$ cat src/rtl/fdd_pkg.sv
// rtl/fdd_pkg.sv - shared types and constant helpers for the FDD timer scheduler
package fdd_pkg;

    typedef enum logic [0:0] {
        IDLE  = 1'b0,
        SWEEP = 1'b1
    } tsched_state_t;

    function automatic int fdd_div(input int clk_freq, input int tick_freq);
        return clk_freq / tick_freq;
    endfunction

endpackage

$ cat src/rtl/fdd_tick_gen.sv
// rtl/fdd_tick_gen.sv - resettable prescaler producing a one-cycle tick every DIV clocks
module fdd_tick_gen
    import fdd_pkg::*;
#(
    parameter int CLK_FREQ  = 21477270,
    parameter int TICK_FREQ = 1000000
) (
    input  logic clk,
    input  logic reset_n,
    output logic en
);

    localparam int DIV = fdd_div(CLK_FREQ, TICK_FREQ);
    localparam int CW  = (DIV > 1) ? $clog2(DIV) : 1;
    localparam logic [CW-1:0] RELOAD = CW'(DIV - 1);

    logic [CW-1:0] cnt;

    always_ff @(posedge clk or negedge reset_n) begin
        if (!reset_n) begin
            cnt <= RELOAD;
        end else if (cnt == '0) begin
            cnt <= RELOAD;
        end else begin
            cnt <= cnt - CW'(1);
        end
    end

    assign en = (cnt == '0);

endmodule

$ cat src/rtl/fdd_timer_sched.sv
// rtl/fdd_timer_sched.sv - bank of tick-based down-counters serviced by one shared decrementer
// Optional auto-reload of periodic timers: define FDD_TSCHED_AUTORELOAD_EN.
module fdd_timer_sched
    import fdd_pkg::*;
#(
    parameter int CLK_FREQ   = 21477270,
    parameter int TICK_FREQ  = 1000000,
    parameter int NUM_TIMERS = 4,
    parameter int CNT_W      = 16
) (
    input  logic                        clk,
    input  logic                        reset_n,
    input  logic [NUM_TIMERS-1:0]       start,
    input  logic [NUM_TIMERS*CNT_W-1:0] load_val,
    input  logic [NUM_TIMERS-1:0]       cancel,
    input  logic [NUM_TIMERS-1:0]       periodic,
    output logic [NUM_TIMERS-1:0]       busy,
    output logic [NUM_TIMERS-1:0]       expire,
    output logic                        tick
);

    localparam int DIV   = fdd_div(CLK_FREQ, TICK_FREQ);
    localparam int IDX_W = (NUM_TIMERS > 1) ? $clog2(NUM_TIMERS) : 1;
    localparam logic [IDX_W-1:0] LAST_IDX = IDX_W'(NUM_TIMERS - 1);

    // A full sweep must finish before the next tick, otherwise ticks would be lost.
    if (DIV < NUM_TIMERS + 1) begin : g_div_check
        $error("fdd_timer_sched: DIV must be at least NUM_TIMERS+1");
    end
    if (NUM_TIMERS < 1 || NUM_TIMERS > 16) begin : g_num_check
        $error("fdd_timer_sched: NUM_TIMERS must be in 1..16");
    end

    tsched_state_t          state;
    logic [IDX_W-1:0]       idx;
    logic [CNT_W-1:0]       cnt [NUM_TIMERS];
    logic [CNT_W-1:0]       cur_cnt;
    logic [CNT_W-1:0]       dec_cnt;
    logic                   cur_term;
    logic [NUM_TIMERS-1:0]  slot;

    fdd_tick_gen #(
        .CLK_FREQ  (CLK_FREQ),
        .TICK_FREQ (TICK_FREQ)
    ) u_tick_gen (
        .clk     (clk),
        .reset_n (reset_n),
        .en      (tick)
    );

    always_ff @(posedge clk or negedge reset_n) begin
        if (!reset_n) begin
            state <= IDLE;
            idx   <= '0;
        end else begin
            case (state)
                IDLE: begin
                    if (tick) begin
                        state <= SWEEP;
                        idx   <= '0;
                    end
                end
                SWEEP: begin
                    if (idx == LAST_IDX) begin
                        state <= IDLE;
                    end else begin
                        idx <= idx + IDX_W'(1);
                    end
                end
                default: state <= IDLE;
            endcase
        end
    end

    // Single shared decrementer: only the timer in the current slot is ever decremented.
    always_comb begin
        cur_cnt  = cnt[idx];
        dec_cnt  = cur_cnt - CNT_W'(1);
        cur_term = (cur_cnt == CNT_W'(1));
        slot     = '0;
        if (state == SWEEP) begin
            slot[idx] = 1'b1;
        end
    end

`ifdef FDD_TSCHED_AUTORELOAD_EN
    logic [CNT_W-1:0] reload [NUM_TIMERS];

    always_ff @(posedge clk or negedge reset_n) begin
        if (!reset_n) begin
            for (int i = 0; i < NUM_TIMERS; i++) begin
                reload[i] <= '0;
            end
        end else begin
            for (int i = 0; i < NUM_TIMERS; i++) begin
                if (start[i]) begin
                    reload[i] <= load_val[i*CNT_W +: CNT_W];
                end
            end
        end
    end
`else
    logic unused_periodic;
    assign unused_periodic = ^periodic;
`endif

    // Per timer: start beats cancel beats the sweep slot.
    always_ff @(posedge clk or negedge reset_n) begin
        if (!reset_n) begin
            busy   <= '0;
            expire <= '0;
            for (int i = 0; i < NUM_TIMERS; i++) begin
                cnt[i] <= '0;
            end
        end else begin
            for (int i = 0; i < NUM_TIMERS; i++) begin
                expire[i] <= 1'b0;
                if (start[i]) begin
                    cnt[i]    <= load_val[i*CNT_W +: CNT_W];
                    busy[i]   <= (load_val[i*CNT_W +: CNT_W] != '0);
                    expire[i] <= (load_val[i*CNT_W +: CNT_W] == '0);
                end else if (cancel[i]) begin
                    busy[i] <= 1'b0;
                end else if (slot[i] && busy[i]) begin
                    if (cur_term) begin
                        expire[i] <= 1'b1;
`ifdef FDD_TSCHED_AUTORELOAD_EN
                        if (periodic[i]) begin
                            cnt[i] <= reload[i];
                        end else begin
                            cnt[i]  <= '0;
                            busy[i] <= 1'b0;
                        end
`else
                        cnt[i]  <= '0;
                        busy[i] <= 1'b0;
`endif
                    end else begin
                        cnt[i] <= dec_cnt;
                    end
                end
            end
        end
    end

endmodule

$ cat config.mk
export PLATFORM = sky130hd
export DESIGN_NAME = fdd_timer_sched
export DESIGN_NICKNAME = d
export VERILOG_FILES = /design/src/rtl/fdd_pkg.sv /design/src/rtl/fdd_tick_gen.sv /design/src/rtl/fdd_timer_sched.sv
export SDC_FILE = /design/constraint.sdc
export NUM_CORES = 1
export LEC_CHECK = 0
export ABC_CLOCK_PERIOD_IN_PS = 5950
export CORE_UTILIZATION = 25
export CTS_CLUSTER_DIAMETER = 100
export DETAILED_ROUTE_END_ITERATION = 6
export HOLD_SLACK_MARGIN = 0.06
export PLACE_DENSITY = 0.56
export SYNTH_ARGS = -nofsm -noshare
export SYNTH_HDL_FRONTEND = slang
export SYNTH_SLANG_ARGS = --single-unit
export TNS_END_PERCENT = 20
$ cat constraint.sdc
create_clock -name clk -period 5.95 [get_ports clk]
set_clock_uncertainty 0.1 [all_clocks]
set_input_delay 0.595 -clock clk [delete_from_list [all_inputs] [get_ports clk]]
set_output_delay 0.595 -clock clk [all_outputs]
set_load 0.01 [all_outputs]
======== Word level (Yosys, flattened, before mapping) ========
Cells that the tools add are included.
Widths: inputs -> output; s select.
word-level totals
  register bits after elaboration ......... 80
  input port bits ......................... 78
  output and inout port bits .............. 9
  logic and storage cells ................. 115
operators by class
  add/sub/neg operators ................... 3
  magnitude comparators ................... 3
  equal/unequal tests ..................... 8
  mux-type cells .......................... 52
  bitwise logic cells ..................... 2
  reduce and logical (&&, ||, !) cells .... 35
operators with widths
  cell                   number
  $mux 16                15
  $logic_not 16->1       4
  $reduce_bool 16->1     4
  $bmux 16 s2            1
  $mux 1                 29
  $reduce_bool 3->1      8
  $reduce_and 2->1       9
  $eq 16x1->1 const B    1
  $sub 16x1->16 const B  1
  $ne 2x2->1 const B     6
  $reduce_bool 2->1      4
  $logic_and 1x1->1      5
  $logic_not 5->1        1
  $mux 5                 1
  $sub 5x1->5 const B    1
  $mux 2                 2
  $mux 4                 1
  $pmux 2 s2             1
  $ge 3x3->1 const B     1
  $lt 2x3->1 const B     1
  $not 2->3              1
  $add 2x1->2 const B    1
  $demux 1 s2            1
  $eq 2x2->1 const B     1
  3 further kinds        3

======== Logic depth before layout (Yosys ltp) ========
  depth in word-level cells ............... 9
  gate-level depth with buffers ........... 11
  gate-level depth less buffers ........... 7

======== Modules after synthesis ========
Synthesis repeated with hierarchy kept, for this count alone.
unflattened totals
  cell total of the unflattened synthesis .. 428
  area, all modules ....................... 4508.1 µm²
by module, submodules not included
  module           instances  cells an instance  area each (µm²)  sequential area each (µm²)
  fdd_timer_sched  1          409                4286.6           1876.8
  fdd_tick_gen     1          19                 221.5            127.6

======== Worst setup path after synthesis ========
No wires, ideal clock.
  path type ............................... flip-flop to flip-flop
  from .................................... register idx[1]
  to ...................................... register cnt[10] in the netlist's numbering
  setup time .............................. 126 ps
  arrival ................................. 2867 ps
  required time ........................... 5724 ps
  slack ................................... 2857 ps
  cell stages (with the launch flop) ...... 11
  path buffers ............................ 3
  clock period less this slack ............ 3093 ps
  cell sequence ........................... dfrtp_1 -> buf_2 -> buf_1 -> mux4_2 -> inv_1 -> ha_1 -> or3b_2 -> clkbuf_1 -> nor4_1 -> xor2_1 -> a221o_1
on the way
  word-level cells in the longest chain between the ends .. 9
  elaborated cells between the ends (all ways) .. 19
  those cells by class .................... add/sub (1); order compare (2); eq/ne (1); mux (10); bitwise (1); reduce/logical (4)
ends and longest elaborated chain
  item                                          line                                          source
  start, declared                               fdd_timer_sched.sv:35                         logic [IDX_W-1:0] idx;
  start signal, assigned                        fdd_timer_sched.sv:67                         idx <= idx + IDX_W'(1);
  $not 2->3 (not written as such)               fdd_timer_sched.sv:77                         cur_cnt = cnt[idx];
  $bmux 16 s2                                   fdd_timer_sched.sv:77
  $mux 16 (not written as such) (2 in a row)    fdd_timer_sched.sv:77
  $sub 16x1->16 or $eq 16x1->1 (tied branches)  fdd_timer_sched.sv:78, fdd_timer_sched.sv:79
  $mux 16                                       fdd_timer_sched.sv:125                        if (cur_term) begin
  $mux 16                                       fdd_timer_sched.sv:124                        end else if (slot[i] && busy[i]) begin
  $mux 16                                       fdd_timer_sched.sv:122                        end else if (cancel[i]) begin
  $mux 16                                       fdd_timer_sched.sv:118                        if (start[i]) begin
  end signal, assigned by index                 fdd_timer_sched.sv:119                        cnt[i] <= load_val[i*CNT_W +: CNT_W];
  end signal, assigned by index                 fdd_timer_sched.sv:139                        cnt[i] <= dec_cnt;
  end, declared                                 fdd_timer_sched.sv:36                         logic [CNT_W-1:0] cnt [NUM_TIMERS];
Parallel ways exist; a longest one is shown, timed or not. The select of a mux whose other input is x is not followed.
A chain may end at the register's enable or synchronous reset.

======== Worst setup path after layout ========
  from .................................... register idx[0]
  to ...................................... register cnt[51] in the netlist's numbering
Same word-level chain as after synthesis.

==> results by group <==
Pwr
  – Peak supply drop: between 0.1 and 0.15 mV
  – Static Leak: ~2.3 nW
  – PwrDens: 252 nW/um2

Worst setup path
  – Largest fanout on the critical path: 21
  – Data arrival time at the worst-slack endpoint: 4530 ps
  – Crit path kind: reg2reg
  – Worst Setup Start Kind: flip-flop
  – FF-to-FF End: cnt[51]
  – Reg2reg setup slack: 1550 ps
  – Worst setup endpoint: cnt[51]
  – Worst Path Required: between 6000 and 7000 ps
  – Crit path launch: idx[0]
  – Crit. End Element: flip-flop
  – Worst r2r path cells: 7
  – Reg-to-reg critical path startpoint: idx[0]

Global routing
  – Met2 usage: 26.5%
  – Met1 Usage GRT: between 20% and 30%
  – Vias in the first global route: 4268
  – Met3 Resource Use GR: between 5 and 6%
  – First-pass GRT wire length: roughly 26000 um
  – GRT Resource Usage Total: 17.7%
  – Pin count of the biggest net entering global routing: 81
  – GRT overflow: 0
  – GRT Max-Usage Layer: met2
  – Initial antenna violation count: 0

Clocking
  – Clock Pin Slew Worst Setup and Hold Paths: approximately 60 ps
  – H-tree levels: 3
  – Worst skew pair latency: approximately 350 ps
  – Post-CTS Setup Repair Bufs: 0
  – Num CTS Buffers: 9
  – CTS Root Cell: clkbuf_16
  – CTS Hold Bufs: 0
  – Sink Count: 80
  – Clk buf depth: 2
  – CTS tree: built
  – Post-CTS sizing: 0

Route
  – DRT antenna net count: 0
  – Drt wl/cell: about 22 um
  – DR iter-0 viols: a little over 400
  – Wirelength, routed: roughly 16000 um
  – Via density: between 5 and 6
  – Drt first pass iters: 7
  – Vias: approximately 4200
  – Number of remaining DRC errors: 14

Placed design
  – Port Buffer Count: 82
  – Routability cong.: between 0.9 and 1
  – Placed wire-length estimate: between 10000 and 15000 um
  – Placed Instances: about 750
  – Post-placement setup slack: about 1600 ps

Synth
  – Largest family of logic cells by synthesized area: compound AO/OA/AOI/OAI gates
  – Syn avg cell area: 10.0 um2
  – Synth top area cells: dfrtp_1 42%, mux4_2 6.8%, and3_1 4.3%, o21ai_0 4.1%, a21oi_1 3.9%
  – Synthesis-stage register bit count: 80
  – Asr flop ratio synth: between 90% and 100%
  – Post-synthesis sequential area ratio: between 40% and 50%
  – Post-synthesis simple-gate area fraction: between 10% and 20%
  – Yosys top cell by area: dfrtp_1
  – Yosys top cell area share: between 40% and 50%
  – Prevailing post-synth register cell: dfrtp_1
  – Mapped Area: ~4600 um2
  – Mux cell area share after synthesis: roughly 8.6%
  – Ys Warns: 0
  – Count leader, synth: dfrtp_1
  – Gate Count Post-Synth: 464
  – Mapped Nets: around 550
  – XOR/XNOR Fraction of Synth Area: under 10%
  – Synth unique cells: between 40 and 50
  – Top cells by count, synth: 78 x dfrtp_1, 38 x o21ai_0, 36 x a21oi_1, 32 x and3_1, 30 x nor2_1
  – Post-synth EDFFs: 0
  – Adder-Cell Fraction of Synth Area: 1.89%
  – Complex-gate fraction of the synthesized area: between 20% and 30%

Outcome
  – Status: finished, violations left
  – Failing checks: design-rule violations

Final layout
  – Final core occ: 32.9%
  – Layout cell share with drive strength beyond 1: 9.02%
  – Nets: just over 600
  – Ant. Diodes: 0
  – P&R area growth vs syn: 28.2%
  – Fin cells: ~760

Floorplanning
  – Die area: roughly 19000 um2
  – Rows: roughly 50
  – Top Ports: 87
  – Die Y-Extent: about 140 um
  – Core area: about 18000 um2
  – Starting Density: between 20% and 30%
  – Die width: 138 um

STA
  – Fin Setup TNS: 0 ps
  – Final WS setup: roughly 1500 ps
  – Final hold vios: 0
  – Hold WS: approximately 330 ps
  – Period utilization: about three quarters
  – Final setup fails: 0
  – Tmin final: 4400 ps
  – Worst slew margin: a little over a quarter
  – Slew @ Worst Pin: between 1000 and 1500 ps
  – RSZ-0062 raised after global routing: false
  – Max Clk Rate: 227 MHz
  – Slew Limit Fails: 0

Hold path
  – Worst hold path type: in2async

Run
  – # Max-Cap Violations: 0
==> how the worst min path moves through the flow <==
stage / from / to / slack [ps] / cells after the start
floorplan: reset_n / busy[0] / 200 / 0
CTS: u_tick_gen.cnt[0] / u_tick_gen.cnt[0] / 370 / 1
global route: u_tick_gen.cnt[0] / u_tick_gen.cnt[0] / 390 / 1
finish: reset_n / busy[0] / 330 / 1
detailed placement: u_tick_gen.cnt[0] / u_tick_gen.cnt[0] / 360 / 1
global placement: u_tick_gen.cnt[0] / u_tick_gen.cnt[0] / 340 / 1
==> per-layer routing <==
layer,vias up,routed length [um]
li1,1910,-
met1,2100,7710
met2,203,7230
met3,11,1370
met4,0,162
met5,-,0
==> final cells by class <==
| cell class | count | area (um2) |
|---|---|---|
| clock buffer | 11 | 233 |
| clock inverter | 5 | 106 |
| fill | 1822 | 12100 |
| inverter | 12 | 45.0 |
| multi-input combinational | 340 | 2440 |
| sequential | 80 | 2000 |
| tap | 229 | 287 |
| timing repair buffer | 84 | 833 |
==> state kept, by name, indices dropped and copies added (netlist names) <==
signal / count
state: 1
u_tick_gen.cnt: 5
busy: 4
cnt: 64
expire: 4
idx: 2
==> critical path, cell delays in order, from the launching register on <==
cell and delay, ps:
dfrtp_1 1080, mux4_2 640, inv_1 110, ha_1 150
nor4b_2 520, and4b_1 1000, a21oi_1 270, a221o_1 400
==> where the power goes <==
part | internal (mW) | leakage (nW) | switching [mW]
sequential | 0.586 | 0.939 | 0.0312
clock | 0.412 | 0.160 | 0.235
combinational | 0.114 | 1.24 | 0.122
==> cells by family after synthesis <==
kind of cell               after synthesis
muxes                                   19
AOI/OAI and AO/OA                      148
xor gates and xnor gates                 7
DFF                                     80
adders and majority gates                7
buffers and inverters                   44
and+or+nand+nor                        159
==> cell usage in the layout (no fill, tap or decap), types with 2 or more instances in the layout <==
master,synthesis,routed
nand2b_1,7,7
nor4_1,19,19
mux4_2,14,14
nor3_1,7,7
nand3_1,9,9
o21ai_0,38,38
bufinv_16,0,3
o31ai_1,21,21
nand2_1,22,22
inv_1,12,12
a221o_1,16,16
and4_1,4,4
clkdlybuf4s50_1,0,81
ha_1,7,7
xor2_1,3,3
dfstp_2,2,2
buf_4,0,3
mux4_1,2,2
dfrtp_1,78,78
nor2_1,30,30
a31oi_1,8,8
and3_1,32,32
or3_1,10,10
or4_1,3,3
clkbuf_16,0,9
a2bb2oi_1,8,8
o21a_1,8,8
xnor2_1,4,4
nor4_2,3,3
a21oi_1,36,36
a211oi_1,8,8
clkbuf_1,23,2
mux2i_1,3,3
or2_2,6,6
==> per-stage QoR <==
| step | power [mW] | cell area, um2 |
|---|---|---|
| floorplan | 0.733 | 4640 |
| global placement | 0.852 | 5610 |
| detailed placement | 0.857 | 5610 |
| CTS | 1.51 | 5950 |
| global route | 1.56 | 5950 |
| finish | 1.50 | 5950 |
Power figures use the tool's default switching activity.
